[config.mk]
export PLATFORM = sky130hd
export DESIGN_NAME = cache_control
export DESIGN_NICKNAME = d
export VERILOG_FILES = /design/src/rtl/lc3b_types.sv /design/src/rtl/cache_perf_counter.sv /design/src/rtl/cache_control.sv
export SDC_FILE = /design/constraint.sdc
export NUM_CORES = 1
export LEC_CHECK = 0
export ABC_AREA = 1
export BUFFER_PORTS_ARGS = -buffer_cell sky130_fd_sc_hd__buf_2
export CAP_MARGIN = 20
export CORE_UTILIZATION = 51
export CTS_BUF_LIST = sky130_fd_sc_hd__clkbuf_4 sky130_fd_sc_hd__clkbuf_8
export DETAILED_ROUTE_END_ITERATION = 8
export GPL_TIMING_DRIVEN = 0
export PLACE_DENSITY = 0.87
export SLEW_MARGIN = 10
export SYNTH_ARGS = -nofsm -noshare
export SYNTH_HDL_FRONTEND = slang
export SYNTH_SLANG_ARGS = --single-unit
[constraint.sdc]
create_clock -name clk -period 3.82 [get_ports clk]
set_input_delay 0.573 -clock clk [delete_from_list [all_inputs] [get_ports clk]]
set_output_delay 0.573 -clock clk [all_outputs]
set_load 0.01 [all_outputs]
[src/rtl/lc3b_types.sv]
// Shared LC-3b types for the cache controller: FSM state encoding, way
// identifiers and the victim-selection helper used on a read miss.
package lc3b_types;

  typedef enum logic [1:0] {
    CHECK = 2'd0,
    FETCH = 2'd1,
    FILL  = 2'd2
  } cache_ctrl_state_t;

  typedef enum logic {
    WAY_ONE = 1'b0,
    WAY_TWO = 1'b1
  } lc3b_way_t;

  // An invalid way is always preferred over evicting live data; with both
  // ways valid the least recently used one is replaced.
  function automatic lc3b_way_t pick_victim(input logic one_valid,
                                            input logic two_valid,
                                            input logic lru);
    lc3b_way_t way_v;
    if (!one_valid) begin
      way_v = WAY_ONE;
    end else if (!two_valid) begin
      way_v = WAY_TWO;
    end else begin
      way_v = lc3b_way_t'(lru);
    end
    return way_v;
  endfunction

endpackage

[src/rtl/cache_perf_counter.sv]
// Saturating event counter: counts up on inc, sticks at all-ones.
module cache_perf_counter #(
  parameter int CNT_WIDTH = 16
) (
  input  logic                 clk,
  input  logic                 reset_n,
  input  logic                 inc,
  output logic [CNT_WIDTH-1:0] count
);

  localparam logic [CNT_WIDTH-1:0] CNT_MAX  = {CNT_WIDTH{1'b1}};
  localparam logic [CNT_WIDTH-1:0] CNT_ZERO = {CNT_WIDTH{1'b0}};
  localparam logic [CNT_WIDTH-1:0] CNT_ONE  = CNT_WIDTH'(1'b1);

  // Count register: increments on each event until it saturates.
  always_ff @(posedge clk or negedge reset_n) begin
    if (!reset_n) begin
      count <= CNT_ZERO;
    end else if (inc && (count != CNT_MAX)) begin
      count <= count + CNT_ONE;
    end else begin
      count <= count;
    end
  end

endmodule

[src/rtl/cache_control.sv]
// Sequencing FSM for the 2-way set-associative, read-only LC-3b cache.
// Hits are answered in the CHECK cycle; misses fetch a line from pmem into
// the chosen victim way, bubble once in FILL, then retry the lookup.
// Optional hit/miss performance counters are built when CACHE_PERF_CNT_EN
// is defined; otherwise hit_count/miss_count are constant zero.
module cache_control
  import lc3b_types::*;
#(
  parameter int CNT_WIDTH = 16,
  parameter int TIMEOUT   = 255
) (
  input  logic                 clk,
  input  logic                 reset_n,
  input  logic                 mem_read,
  output logic                 mem_resp,
  input  logic                 hit,
  input  logic                 set_one_hit,
  input  logic                 set_two_hit,
  input  logic                 set_one_valid,
  input  logic                 set_two_valid,
  input  logic                 current_lru,
  output logic                 load_set_one,
  output logic                 load_set_two,
  output logic                 load_lru,
  output logic                 pmem_read,
  input  logic                 pmem_resp,
  output logic                 pmem_err,
  output logic [CNT_WIDTH-1:0] hit_count,
  output logic [CNT_WIDTH-1:0] miss_count
);

  localparam int                TO_W    = $clog2(TIMEOUT + 1);
  localparam logic [TO_W-1:0]   TO_MAX  = TO_W'(TIMEOUT);
  localparam logic [TO_W-1:0]   TO_LAST = TO_W'(TIMEOUT - 1);
  localparam logic [TO_W-1:0]   TO_ZERO = {TO_W{1'b0}};
  localparam logic [TO_W-1:0]   TO_ONE  = TO_W'(1'b1);

  cache_ctrl_state_t state_r, state_s;
  lc3b_way_t         victim_r, victim_s;
  logic [TO_W-1:0]   to_cnt_r;
  logic              pmem_err_r;

  // State and latched victim way.
  always_ff @(posedge clk or negedge reset_n) begin
    if (!reset_n) begin
      state_r  <= CHECK;
      victim_r <= WAY_ONE;
    end else begin
      state_r  <= state_s;
      victim_r <= victim_s;
    end
  end

  // Next state and strobes; outputs are forced low while reset is held so
  // nothing leaks out combinationally from mem_read/hit during reset.
  always_comb begin
    state_s      = state_r;
    victim_s     = victim_r;
    mem_resp     = 1'b0;
    load_lru     = 1'b0;
    load_set_one = 1'b0;
    load_set_two = 1'b0;
    pmem_read    = 1'b0;
    if (!reset_n) begin
      state_s = CHECK;
    end else begin
      case (state_r)
        CHECK: begin
          if (mem_read && hit) begin
            mem_resp = 1'b1;
            load_lru = 1'b1;
          end else if (mem_read) begin
            victim_s = pick_victim(set_one_valid, set_two_valid, current_lru);
            state_s  = FETCH;
          end else begin
            state_s = CHECK;
          end
        end
        FETCH: begin
          pmem_read = 1'b1;
          if (pmem_resp) begin
            load_set_one = (victim_r == WAY_ONE);
            load_set_two = (victim_r == WAY_TWO);
            state_s      = FILL;
          end else begin
            state_s = FETCH;
          end
        end
        FILL: begin
          state_s = CHECK;
        end
        default: begin
          state_s = CHECK;
        end
      endcase
    end
  end

  // Fetch watchdog: counts FETCH cycles with no pmem_resp; the error flag is
  // sticky until reset and does not abort the fetch.
  always_ff @(posedge clk or negedge reset_n) begin
    if (!reset_n) begin
      to_cnt_r   <= TO_ZERO;
      pmem_err_r <= 1'b0;
    end else if ((state_r == CHECK) && (state_s == FETCH)) begin
      to_cnt_r   <= TO_ZERO;
      pmem_err_r <= pmem_err_r;
    end else if ((state_r == FETCH) && !pmem_resp) begin
      if (to_cnt_r != TO_MAX) begin
        to_cnt_r <= to_cnt_r + TO_ONE;
      end else begin
        to_cnt_r <= to_cnt_r;
      end
      if (to_cnt_r == TO_LAST) begin
        pmem_err_r <= 1'b1;
      end else begin
        pmem_err_r <= pmem_err_r;
      end
    end else begin
      to_cnt_r   <= to_cnt_r;
      pmem_err_r <= pmem_err_r;
    end
  end

  assign pmem_err = pmem_err_r;

`ifdef CACHE_PERF_CNT_EN
  logic retry_r;
  logic hit_inc_s;
  logic miss_inc_s;

  // Marks the CHECK cycle right after FILL so the retry hit is not counted.
  always_ff @(posedge clk or negedge reset_n) begin
    if (!reset_n) begin
      retry_r <= 1'b0;
    end else begin
      retry_r <= (state_r == FILL);
    end
  end

  assign hit_inc_s  = reset_n && (state_r == CHECK) && mem_read && hit && !retry_r;
  assign miss_inc_s = reset_n && (state_r == CHECK) && (state_s == FETCH);

  cache_perf_counter #(.CNT_WIDTH(CNT_WIDTH)) u_hit_cnt (
    .clk     (clk),
    .reset_n (reset_n),
    .inc     (hit_inc_s),
    .count   (hit_count)
  );

  cache_perf_counter #(.CNT_WIDTH(CNT_WIDTH)) u_miss_cnt (
    .clk     (clk),
    .reset_n (reset_n),
    .inc     (miss_inc_s),
    .count   (miss_count)
  );
`else
  assign hit_count  = {CNT_WIDTH{1'b0}};
  assign miss_count = {CNT_WIDTH{1'b0}};
`endif

endmodule

==> results.py <==
metrics = {
    "status": {
        "status": "completed",
    },
    "clock_tree": {
        "root_buffer": "clkbuf_4",
        "htree_levels": 1,
        "clkLatencyLatePin_ps": 290,
        "clkTransAtPathRegs_ps": 80,
        "cts_tree": "done",
        "cts.sinks": 12,
        "clock_path_buffers": 2,
        "cts_made_buffers": 3,
        "cts_setup_buffers": 0,
        "cts_hold_buffers": 0,
        "cts_resized": 0,
    },
    "timing": {
        "period_minus_slack_ps": 2025,
        "drv_slew": 0,
        "period_share_pct": 53.00,
        "hold_viol": 0,
        "fmax_mhz": 493.9,
        "finalSetupViolCount": 0,
        "fin_skew_ps": 11.02,
        "fin_setup_tns_ps": 0,
        "rsz0062_at_grt": "false",
    },
    "route": {
        "drt-initial-drc-count": 13,
        "wl_per_cell_microns": 7.800,
        "dr_wl_met2_microns": 747,
        "via_count": 823,
        "top_layer_used": "met4",
        "via_per_inst": 4.015,
        "met1_length_microns": 714,
        "drt_first_pass_iters": 4,
        "route.detailed.drc": 0,
        "ant_nets": 0,
        "wl_microns": 1599,
        "met3WireLength_microns": 106,
    },
    "placed_design": {
        "routabilityCongestion": 0.8444,
        "placed_area_sq_um": 1194,
        "portBuffers": 13,
        "dp_hpwl_microns": 1290,
    },
    "synthesis": {
        "netlist_area_sq_um": 980.9,
        "yosysWarnings": 0,
        "ys_seq_area_share_pct": 30.61,
        "synth-seq-cells": 12,
        "syn-instance-count": 132,
        "synthDistinctLibCells": 22,
        "avgSynthCellArea_sq_um": 7.431,
    },
    "worst_setup_path": {
        "crit_arrival_ps": 1450,
        "critPathSlowestCell": "buf_2",
        "crit_chain": "buf_2 -> inv_2 -> nor3_1 -> buf_4 -> buf_2",
        "required_ps": 3250,
        "startpoint_type": "primary input",
        "crit_fanout": 14,
        "crit_path_end_kind": "primary output",
        "critPathMaxStageDelay_ps": 280,
        "cp_common_cell": "buf_2",
        "worstSetupPathType": "in -> out",
    },
    "finish": {
        "drive_gt1_share_pct": 33.33,
        "num_antenna_cells": 0,
        "final_nets": 193,
        "syn2layout_area_growth_pct": 25.38,
        "stdcell_area_sq_um": 1230,
    },
    "run": {
        "drv_cap": 0,
    },
    "die": {
        "die_h_microns": 45.86,
        "initial_utilization_pct": 55.60,
        "rows": 15,
        "die-area_sq_um": 2103,
        "coreArea_sq_um": 1764,
        "die_x_microns": 45.86,
        "io_pins": 48,
    },
    "global_route": {
        "track_usage_pct": 18.34,
        "grt_overflow": 0,
        "antenna_found_initial": 0,
        "grt_pass1_vias": 634,
        "grt_first_pass_wirelength_microns": 2691,
        "grt_start_max_net_pins": 15,
    },
    "pwr": {
        "pwr_density_cell_nw_per_um2": 306.7,
        "ir_worst_vdd_mv": 0.2340,
        "leakage_nw": 0.6986,
    },
    "min_path": {
        "hold_path_class": "in -> async",
    },
}
-- registers in the layout, summed over array words and instances (netlist names) --
register  flops
to_cnt_r      8
pmem_err      1
state_r       2
victim_r      1
-- layout make-up --
class,count,area [sq um]
Sequential cell,12,300.3
Clock buffer,4,36.28
Tap cell,25,31.28
Buffer,33,247.7
Fill cell,171,534.3
Multi-Input combinational cell,102,489.2
Timing Repair Buffer,13,65.06
Inverter,16,60.06
-- through the flow --
stage	hold WS [ps]	power, W	std cells	setup slack [ps]	util [%]
detailed placement	458.5	0.0002734	201	1769	67.66
global placement	452.2	0.0002704	201	1798	67.66
CTS	169.7	0.0003788	205	1769	69.72
global route	170.2	0.0004071	205	1606	69.72
floorplan	277.4	0.0002531	163	2095	-
finish	165.7	0.0003772	205	1795	69.72
-- worst max-delay path: cells and delay by family --
| kind | cells | cell delay, ps |
|---|---|---|
| buffers and inverters | 4 | 640 |
| AND/OR/NAND/NOR | 1 | 230 |
-- synth_stat cells --
cell type / count / area share [%]
a21oi_4: 1 / 1.7
a31oi_1: 1 / 0.64
buf_4: 33 / 25
conb_1: 1 / 0.38
dfrtp_1: 12 / 31
ha_1: 2 / 2.6
inv_1: 13 / 5.0
inv_2: 3 / 1.1
nand2_1: 25 / 9.6
nand2_2: 2 / 1.3
nand3_1: 6 / 3.1
nand4_1: 3 / 1.9
nor2_1: 10 / 3.8
nor2_2: 2 / 1.3
nor2_4: 2 / 2.3
nor3_1: 3 / 1.5
nor4_1: 2 / 1.3
o211ai_1: 1 / 0.77
o21ai_0: 1 / 0.51
o21ai_1: 6 / 3.1
o21bai_1: 2 / 1.5
xor2_1: 1 / 0.89
-- layer usage --
layer / up-vias / track usage (%)
li1: 448 / -
met1: 345 / 23.61
met2: 25 / 25.92
met3: 5 / 7.143
met4: 0 / 10.00
met5: - / 0
-- cells in the final DEF (no fill, tap or decap) --
master and count:
o211ai_1 1, nand2_1 25, nor2_1 10, o21ai_0 1, nand3_1 6, inv_1 13
conb_1 32, nor2_2 2, buf_2 13, nand4_1 3, o21ai_1 6, o21bai_1 2
nor2_4 2, xor2_1 1, a21oi_4 1, ha_1 2, dfrtp_1 12, a31oi_1 1
buf_4 33, clkbuf_8 1, nor3_1 3, nand2_2 2, clkbuf_4 3, inv_2 3
nor4_1 2
-- cells by family (layout without fill, tap and decap cells) --
family | count (synthesis) | count (layout) | synth area share [%]
AO/OA/AOI/OAI | 12 | 12 | 8.164
XOR/XNOR | 1 | 1 | 0.8930
adder cells (fa/ha/maj) | 2 | 2 | 2.551
buffers and inverters | 49 | 66 | 31.38
flip-flops | 12 | 12 | 30.61
other | 1 | 32 | 0.3823
AND/OR/NAND/NOR | 55 | 55 | 26.02
-- power breakdown --
part | switching [W] | internal [W]
logic | 0.0000597 | 0.0000482
clock network | 0.0000457 | 0.0000581
registers | 0.0000211 | 0.000144
total | 0.000126 | 0.000251
-- path summary, 6_finish.rpt --
kind	from	endpoint	slack, ps	cells past startpoint
setup reg to reg	to_cnt_r[0]$_DFFE_PN0P_	to_cnt_r[0]$_DFFE_PN0P_	2410	7
hold / removal	reset_n	to_cnt_r[7]$_DFFE_PN0P_	170	1
hold reg to reg	pmem_err$_DFFE_PN0P_	pmem_err$_DFFE_PN0P_	470	1
min in group clk	pmem_err$_DFFE_PN0P_	pmem_err$_DFFE_PN0P_	470	1
setup / recovery	reset_n	mem_resp	1800	5
max in group asynchronous	reset_n	to_cnt_r[3]$_DFFE_PN0P_	3410	1
Power figures use the tool's default switching activity.
